`config.mk`:
```
export PLATFORM = sky130hd
export DESIGN_NAME = mcu_scheduler
export DESIGN_NICKNAME = d
export VERILOG_FILES = /design/src/rtl/jpeg_pkg.sv /design/src/rtl/mcu_scheduler.sv
export SDC_FILE = /design/constraint.sdc
export NUM_CORES = 1
export LEC_CHECK = 0
export ABC_AREA = 1
export BUFFER_PORTS_ARGS = -buffer_cell sky130_fd_sc_hd__clkbuf_2
export CELL_PAD_IN_SITES_DETAIL_PLACEMENT = 0
export CELL_PAD_IN_SITES_GLOBAL_PLACEMENT = 1
export CORE_UTILIZATION = 41
export DETAILED_ROUTE_END_ITERATION = 7
export PLACE_DENSITY_LB_ADDON = 0.1
export SLEW_MARGIN = 20
export SYNTH_ARGS = -nofsm -noshare
export SYNTH_HDL_FRONTEND = slang
export SYNTH_SLANG_ARGS = --single-unit
```
`constraint.sdc`:
```
create_clock -name clk -period 3 [get_ports clk]
set_clock_uncertainty 0.05 [all_clocks]
set_input_delay 0.15 -clock clk [delete_from_list [all_inputs] [get_ports clk]]
set_output_delay 0.15 -clock clk [all_outputs]
set_load 0.005 [all_outputs]
```
`src/rtl/jpeg_pkg.sv`:
```
// Shared JPEG pipeline types: component ids, block size and the MCU block order.
package jpeg_pkg;

    typedef enum logic [1:0] {
        COMP_Y  = 2'd0,
        COMP_CB = 2'd1,
        COMP_CR = 2'd2
    } comp_t;

    localparam int BLOCK_BEATS = 64;

    // Component granted at schedule slot idx: 4:2:0 is Y Y Y Y Cb Cr, 4:4:4 is Y Cb Cr.
    function automatic comp_t sched_comp(input logic sub420, input logic [2:0] idx);
        comp_t c;
        c = COMP_Y;
        if (sub420) begin
            case (idx)
                3'd4:    c = COMP_CB;
                3'd5:    c = COMP_CR;
                default: c = COMP_Y;
            endcase
        end else begin
            case (idx)
                3'd1:    c = COMP_CB;
                3'd2:    c = COMP_CR;
                default: c = COMP_Y;
            endcase
        end
        return c;
    endfunction

endpackage

```
`src/rtl/mcu_scheduler.sv`:
```
// Grants Y/Cb/Cr quantiser outputs to the shared zigzag stage one 64-beat block at a
// time in MCU order, tags beats with block/MCU flags and pulses frame_done at frame end.
module mcu_scheduler
    import jpeg_pkg::*;
#(
    parameter int W     = 10,
    parameter int MCU_W = 16
) (
    input  logic                clk,
    input  logic                rst,
    input  logic                frame_start,
    input  logic                sub420,
    input  logic [MCU_W-1:0]    num_mcus,
    input  logic [2:0]          src_ena,
    output logic [2:0]          src_rdy,
    input  logic [2:0][W-1:0]   src_data,
    output logic                ena_out,
    input  logic                rdy_in,
    output logic [W-1:0]        out,
    output comp_t               comp_id,
    output logic                blk_first,
    output logic                blk_last,
    output logic                mcu_last,
    output logic                busy,
    output logic                frame_done
);

    typedef enum logic [1:0] {IDLE, XFER, DONE} state_t;

    localparam logic [5:0] LAST_BEAT = 6'(BLOCK_BEATS - 1);

    state_t           state, state_nx;
    logic [5:0]       beat_cnt;
    logic [2:0]       sched_idx, last_idx;
    logic [MCU_W-1:0] mcu_cnt, mcu_inc, num_mcus_q;
    logic             sub420_q;
    logic             xfer, beat, blk_end, mcu_end, accept;

    assign xfer     = (state == XFER);
    assign accept   = (state == IDLE) && frame_start;
    assign last_idx = sub420_q ? 3'd5 : 3'd2;
    assign comp_id  = sched_comp(sub420_q, sched_idx);
    assign mcu_inc  = mcu_cnt + MCU_W'(1);

    // Grant mux: only the granted component sees rdy_in, everything is quiet outside XFER.
    always_comb begin
        src_rdy = '0;
        ena_out = 1'b0;
        out     = '0;
        if (xfer) begin
            case (comp_id)
                COMP_Y:  begin src_rdy[0] = rdy_in; ena_out = src_ena[0]; out = src_data[0]; end
                COMP_CB: begin src_rdy[1] = rdy_in; ena_out = src_ena[1]; out = src_data[1]; end
                COMP_CR: begin src_rdy[2] = rdy_in; ena_out = src_ena[2]; out = src_data[2]; end
                default: ;
            endcase
        end
    end

    assign beat    = ena_out & rdy_in;
    assign blk_end = beat && (beat_cnt == LAST_BEAT);
    assign mcu_end = blk_end && (sched_idx == last_idx);

    assign blk_first = xfer && (beat_cnt == 6'd0);
    assign blk_last  = xfer && (beat_cnt == LAST_BEAT);
    assign mcu_last  = xfer && (sched_idx == last_idx);
    assign busy      = (state != IDLE);

    always_comb begin
        state_nx = state;
        case (state)
            IDLE: if (frame_start) state_nx = (num_mcus == '0) ? DONE : XFER;
            XFER: if (mcu_end && (mcu_inc == num_mcus_q)) state_nx = DONE;
            DONE: state_nx = IDLE;
            default: state_nx = IDLE;
        endcase
    end

    always_ff @(posedge clk or posedge rst) begin
        if (rst) begin
            state      <= IDLE;
            frame_done <= 1'b0;
            beat_cnt   <= '0;
            sched_idx  <= '0;
            mcu_cnt    <= '0;
            num_mcus_q <= '0;
            sub420_q   <= 1'b0;
        end else begin
            state      <= state_nx;
            frame_done <= (state_nx == DONE);
            if (accept) begin
                sub420_q   <= sub420;
                num_mcus_q <= num_mcus;
                beat_cnt   <= '0;
                sched_idx  <= '0;
                mcu_cnt    <= '0;
            end else if (beat) begin
                beat_cnt <= beat_cnt + 6'd1;
                if (blk_end) begin
                    if (mcu_end) begin
                        sched_idx <= '0;
                        mcu_cnt   <= mcu_inc;
                    end else begin
                        sched_idx <= sched_idx + 3'd1;
                    end
                end
            end
        end
    end

endmodule

```
# [After elaboration in Yosys (flattened, before gate mapping)]
# Index checks and enable logic that the tools add are counted.
[totals] wordCells=65 in_bits=54 ff_bits=45
[op_classes] eq_ne=11 mux=26 n_addsub=3 reduce_logical=17 bitwise_logic=1
[ops] op="$mux W16" count=4
[ops] op="$pmux W10 S3" count=1
[ops] op="$mux W3" count=6
[ops] op="$add A16 B1 Y16 const B" count=1
[ops] op="$eq A16 B16 Y1" count=1
[ops] op="$logic_not A16 Y1" count=1
[ops] op="$mux W6" count=2
[ops] op="$pmux W2 S2" count=3
[ops] op="$mux W10" count=1
[ops] op="$mux W2" count=4
[ops] op="$reduce_bool A2 Y1" count=4
[ops] op="$logic_and A1 B1 Y1" count=7
[ops] op="$add A6 B1 Y6 const B" count=1
[ops] op="$eq A3 B3 Y1 const B" count=2
[ops] op="$eq A6 B6 Y1 const B" count=1
[ops] op="$logic_not A6 Y1" count=1
[ops] op="$eq A2 B1 Y1 const B" count=2
[ops] op="$eq A2 B2 Y1 const B" count=2
[ops] op="$logic_not A2 Y1" count=2
[ops] op="$mux W1" count=4
[ops] op="$add A3 B1 Y3 const B" count=1
[ops] op="$eq A3 B1 Y1 const B" count=1
[ops] op="$eq A3 B2 Y1 const B" count=1
[ops] op="$eq A3 B3 Y1" count=1
[ops] op="4 further kinds" count=4

# [Logic depth before layout (Yosys ltp)]
[depth] ltp_word=13 mapped_depth=14 mapped_depth_nobuf=14

# [Least setup slack after synthesis]
# No wires, ideal clock.
[synth_path] path_kind="flip-flop to flip-flop" from="register sched_idx[1]" to="register mcu_cnt[12]" setup_time_ns=0.128 n_path_buf=1 slack_ns=1.025 t_arrival_ns=1.797 stages_incl_launch_ff=13 path_cell_list="dfrtp_1 -> inv_1 -> ha_1 -> inv_1 -> o21ai_2 -> nand3_1 -> nand3_2 -> nand3_4 -> nor2_4 -> nand2_4 -> nand2_4 -> buf_12 -> o22ai_2"
[synth_via] elab_chain_cells=11 word_cells_on_any_way=20 cone_classes="7 x eq/ne; 5 x mux; 1 x bitwise; 7 x reduce/logical"
[synth_lines] item="start, declared" line="mcu_scheduler.sv:34" source="logic [2:0] sched_idx, last_idx;"
[synth_lines] item="start signal, assigned" line="mcu_scheduler.sv:104" source="sched_idx <= sched_idx + 3'd1;"
[synth_lines] item="$eq A3 B2 Y1, or another cell as far along" line="jpeg_pkg.sv:23" source="case (idx)"
[synth_lines] item="$pmux W2 S2, on equally long branches" line="jpeg_pkg.sv:23, jpeg_pkg.sv:17"
[synth_lines] item="$mux W2 (*)" line="jpeg_pkg.sv:16" source="if (sub420) begin"
[synth_lines] item="net comp_id[1]" line="mcu_scheduler.sv:20" source="output comp_t comp_id,"
[synth_lines] item="$eq A2 B2 Y1, or another cell as far along" line="mcu_scheduler.sv:51" source="case (comp_id)"
[synth_lines] item="$pmux W1 S3 (*)" line="mcu_scheduler.sv:51"
[synth_lines] item="$mux W1 (*)" line="mcu_scheduler.sv:50" source="if (xfer) begin"
[synth_lines] item="$and A1 B1 Y1 (*)" line="mcu_scheduler.sv:60" source="assign beat = ena_out & rdy_in;"
[synth_lines] item="$logic_and A1 B1 Y1" line="mcu_scheduler.sv:61" source="assign blk_end = beat && (beat_cnt == LAST_BEAT);"
[synth_lines] item="$logic_and A1 B1 Y1" line="mcu_scheduler.sv:62" source="assign mcu_end = blk_end && (sched_idx == last_idx);"
[synth_lines] item="$reduce_bool A2 Y1 (no source line)"
[synth_lines] item="$reduce_and A3 Y1 (no source line) (*)"
[synth_lines] item="end signal, assigned" line="mcu_scheduler.sv:102" source="mcu_cnt <= mcu_inc;"
[synth_lines] item="end, declared" line="mcu_scheduler.sv:35" source="logic [MCU_W-1:0] mcu_cnt, mcu_inc, num_mcus_q;"
# Mark *: on every way through the listed nets, which the timed path passes. The rest lies on a longest branch.
# A chain may end at the register's enable or synchronous reset.

# [Final worst setup path]
[layout_path] from="register sched_idx[0]" to="output port out[2]"
[layout_via] elab_chain_cells=6 word_cells_on_any_way=12 cone_classes="6 x eq/ne; 5 x mux; 1 x reduce/logical"
[layout_lines] item="$eq A3 B2 Y1, or another cell as far along" line="jpeg_pkg.sv:23"
[layout_lines] item="$pmux W2 S2, on equally long branches" line="jpeg_pkg.sv:23, jpeg_pkg.sv:17"
[layout_lines] item="$mux W2 (*)" line="jpeg_pkg.sv:16"
[layout_lines] item="$eq A2 B2 Y1, or another cell as far along" line="mcu_scheduler.sv:51"
[layout_lines] item="$pmux W10 S3 (*)" line="mcu_scheduler.sv:51"
[layout_lines] item="$mux W10 (*)" line="mcu_scheduler.sv:50"
[layout_lines] item="end, declared" line="mcu_scheduler.sv:19" source="output logic [W-1:0] out,"
# Mark *: on every way between the ends. The rest lies on a longest branch, timed or not.

==> impl_metrics.env <==
export IMPL_outcome="finished, final reports clean"
export IMPL_dieArea_um2=7883
export IMPL_syn_area_um2=3088
export IMPL_grt_overflow_total=0
export IMPL_worst_slack_ns=0.3572
export IMPL_insertedDiodeCount=0
export IMPL_cp_arrival_ns=2.44
export IMPL_cp_end_kind="output port"
export IMPL_cts_tree="built"
export IMPL_fmax_ghz=0.3784
export IMPL_seq_area_um2=1126
export IMPL_routedWlPerCell_um=12.65
export IMPL_coreArea_um2=7253
export IMPL_path_class="register to output port"
export IMPL_hold_viol_final=0
export IMPL_setup_viol=0
export IMPL_rsz0062_at_grt="no"
export IMPL_track_usage_pct=21.58
export IMPL_numCtsBuffers=5
export IMPL_gp_congestion=0.8147
export IMPL_die_w_um=88.79
export IMPL_cts_clk_slew_worst_paths_ns=0.09
export IMPL_yosysWarnings=0
export IMPL_critPathBufInv=5
export IMPL_path_delay_family="simple AND/OR/NAND/NOR gates"
export IMPL_start_util_pct=42.57
export IMPL_fin_crit_ns=2.643
export IMPL_fin_nets=589
export IMPL_syn2layout_area_growth_pct=19.61
export IMPL_dp_slack_ns=0.2299
export IMPL_vias=3060
export IMPL_cp_cell_sequence="inv_1 > ha_1 > inv_1 > o21ai_2 > inv_1 > nor2_1 > nand2_1 > nand3_1 > nand2_1 > inv_1 > clkbuf_2"
export IMPL_grt_max_degree=27
export IMPL_worstMarginPinSlew_ns=0.8978
export IMPL_drt_total_wl_mm=7.944
export IMPL_yosysSeqAreaShare_pct=36.47
export IMPL_power_leakage_nw=1.977
export IMPL_rows=31
export IMPL_first_pass_iters=4
export IMPL_cts_root_buf="clkbuf_8"
export IMPL_cellPowerDensity_nw_per_um2=520.7
export IMPL_clockBufferDepth=2
export IMPL_crit_slowest_cell="nor2_1"
export IMPL_antenna_found_initial=0
export IMPL_irDropWorstVdd_mv=0.2923
export IMPL_syn_area_per_cell_um2=6.862
export IMPL_grt_pass1_wl_mm=13.03
export IMPL_drc=0
export IMPL_fillers=752
export IMPL_cp_common_cell="inv_1"
export IMPL_port_buffers=74
export IMPL_yosysUniqueCellTypes=28
export IMPL_crit_fanout=10
export IMPL_die_h_um=88.79
export IMPL_slowest_delay_ns=0.52
export IMPL_dpl_hpwl_mm=6.189
export IMPL_synth_nets=511
export IMPL_netlist_instances=450
export IMPL_grt_pass1_vias=2875
export IMPL_clk_latency_ns=0.31
export IMPL_ys_ff_latch=45
export IMPL_cts_sinks=45
export IMPL_multi_input_area_um2=1648
export IMPL_drtIter0Drc=181
export IMPL_ant_nets=0
export IMPL_drv_cap=0
export IMPL_max_slew_margin_rel_pct=40.00
export IMPL_synth_edff_count=0
export IMPL_cp_required_ns=2.80
export IMPL_maxSlewViolCount=0
export IMPL_io_pins=75
export IMPL_period_share_pct=88.09
export IMPL_setup_tns_ns=0
export IMPL_cts_setup_buffers=0
export IMPL_crit_path_start_kind="register"
export IMPL_ys_flop_type="dfrtp_1"
export IMPL_post_drt_via_cell_ratio=4.873
export IMPL_synthArstFlopShare_pct=100.0
export IMPL_htreeDepth=2
export IMPL_hold_path_class="primary input to register"
export IMPL_drive_above_1_share_pct=20.42
[cell families (layout without fill, tap and decap cells)]
logic type               after synthesis  after routing  synth area share [%]
adder cells (fa/ha/maj)                7              7                 2.836
AO/OA/AOI/OAI                         48             48                 10.74
buffers and inverters                 78            157                 10.25
flip-flops                            45             45                 36.47
XOR/XNOR                               3              3                 1.297
AND/OR/NAND/NOR                      269            269                 38.41
[report_power, final]
group          switching (mW)  internal, mW  leakage [nW]
registers               0.111         0.733         0.585
logic                   0.335         0.249          1.33
clock network           0.223         0.271        0.0574
[per-stage QoR]
step                      total power [mW]  hold slack, ns  utilization (%)  cells  area (um2)
after floorplan                      1.242          0.2096                -    450        3088
after global placement               1.434          0.1530            48.96    618        3551
after detailed placement             1.440          0.1580            48.96    618        3551
after CTS                            1.942         0.03379            50.89    628        3691
after global routing                 2.076         0.04805            50.92    628        3694
final                                1.923         0.03754            50.92    628        3694
[cells in the mapped netlist (2+ instances only)]
cell type	count	area, um2
ha_1	7	87.58
nor3_1	7	35.03
o22ai_2	11	137.6
inv_1	70	262.8
nor2_1	39	146.4
o21ai_0	31	155.2
dfrtp_1	45	1126
xor2_1	2	17.52
a21oi_1	2	10.01
nand2_1	151	566.8
nand3b_1	7	52.55
nor4_1	4	25.02
nand4_1	10	62.56
o21ai_2	2	17.52
nor2_2	3	18.77
nand2_4	2	22.52
nand3_1	41	205.2
clkbuf_1	6	22.52
[worst min-delay path, delay by kind of cell]
family | cells | cell delay (ns)
AOI/OAI and AO/OA | 1 | 0.07
buffers and inverters | 2 | 0.13
[timing repair]
item,in CTS,in global routing
resized for setup,0,1
hold endpoints to repair,21,0
hold buffers,2,0
setup endpoints to repair,0,17
[layout by cell type, fill, tap and decap left out, drive strengths merged]
| master | instances |
|---|---|
| a31oi | 1 |
| nor2 | 43 |
| buf | 3 |
| clkinvlp | 1 |
| o22ai | 11 |
| clkinv | 1 |
| nor4 | 4 |
| clkbuf | 80 |
| nand2 | 153 |
| xor2 | 2 |
| bufinv | 1 |
| dfrtp | 45 |
| o21ai | 34 |
| nor3 | 7 |
| xnor3 | 1 |
| and2 | 1 |
| ha | 7 |
| nand4 | 10 |
| nand3 | 43 |
| inv | 69 |
| or2 | 1 |
| a21oi | 2 |
| dlygate4sd3 | 2 |
| nand3b | 7 |
[state kept, by name, indices dropped and copies added, names as in the netlist]
| name | flops |
|---|---|
| mcu_cnt | 16 |
| sched_idx | 3 |
| beat_cnt | 6 |
| num_mcus_q | 16 |
| frame_done | 1 |
| sub420_q | 1 |
| state | 2 |
[metal layers]
metal  global-route usage [%]  part of all wire [%]  routed length (um)
met2                    36.43                    48                3828
met3                    3.451                   4.9                 389
met1                    27.87                    45                3550
met4                    7.918                   2.2                 175
met5                        0                     0                   0
[layout make-up]
class	instances	area share, %
Multi-Input combinational cell	327	44.61
Sequential cell	45	30.49
Timing Repair Buffer	79	11.18
Inverter	70	7.114
Tap cell	99	3.354
Clock buffer	6	2.236
Clock inverter	2	1.016
[path summary, 6_finish.rpt]
| kind | startpoint | end | slack [ns] | cells past startpoint |
|---|---|---|---|---|
| min in group asynchronous | rst | beat_cnt[5] | 0.35 | 3 |
| max | sched_idx[0] | out[2] | 0.36 | 11 |
| min | num_mcus[11] | num_mcus_q[11] | 0.04 | 3 |
| min reg2reg | num_mcus_q[9] | num_mcus_q[9] | 0.44 | 2 |
| max reg2reg | sched_idx[0] | sched_idx[2] | 0.42 | 12 |
| max in group asynchronous | rst | num_mcus_q[6] | 1.79 | 4 |
Note: power is estimated with default switching activity, not from simulation.
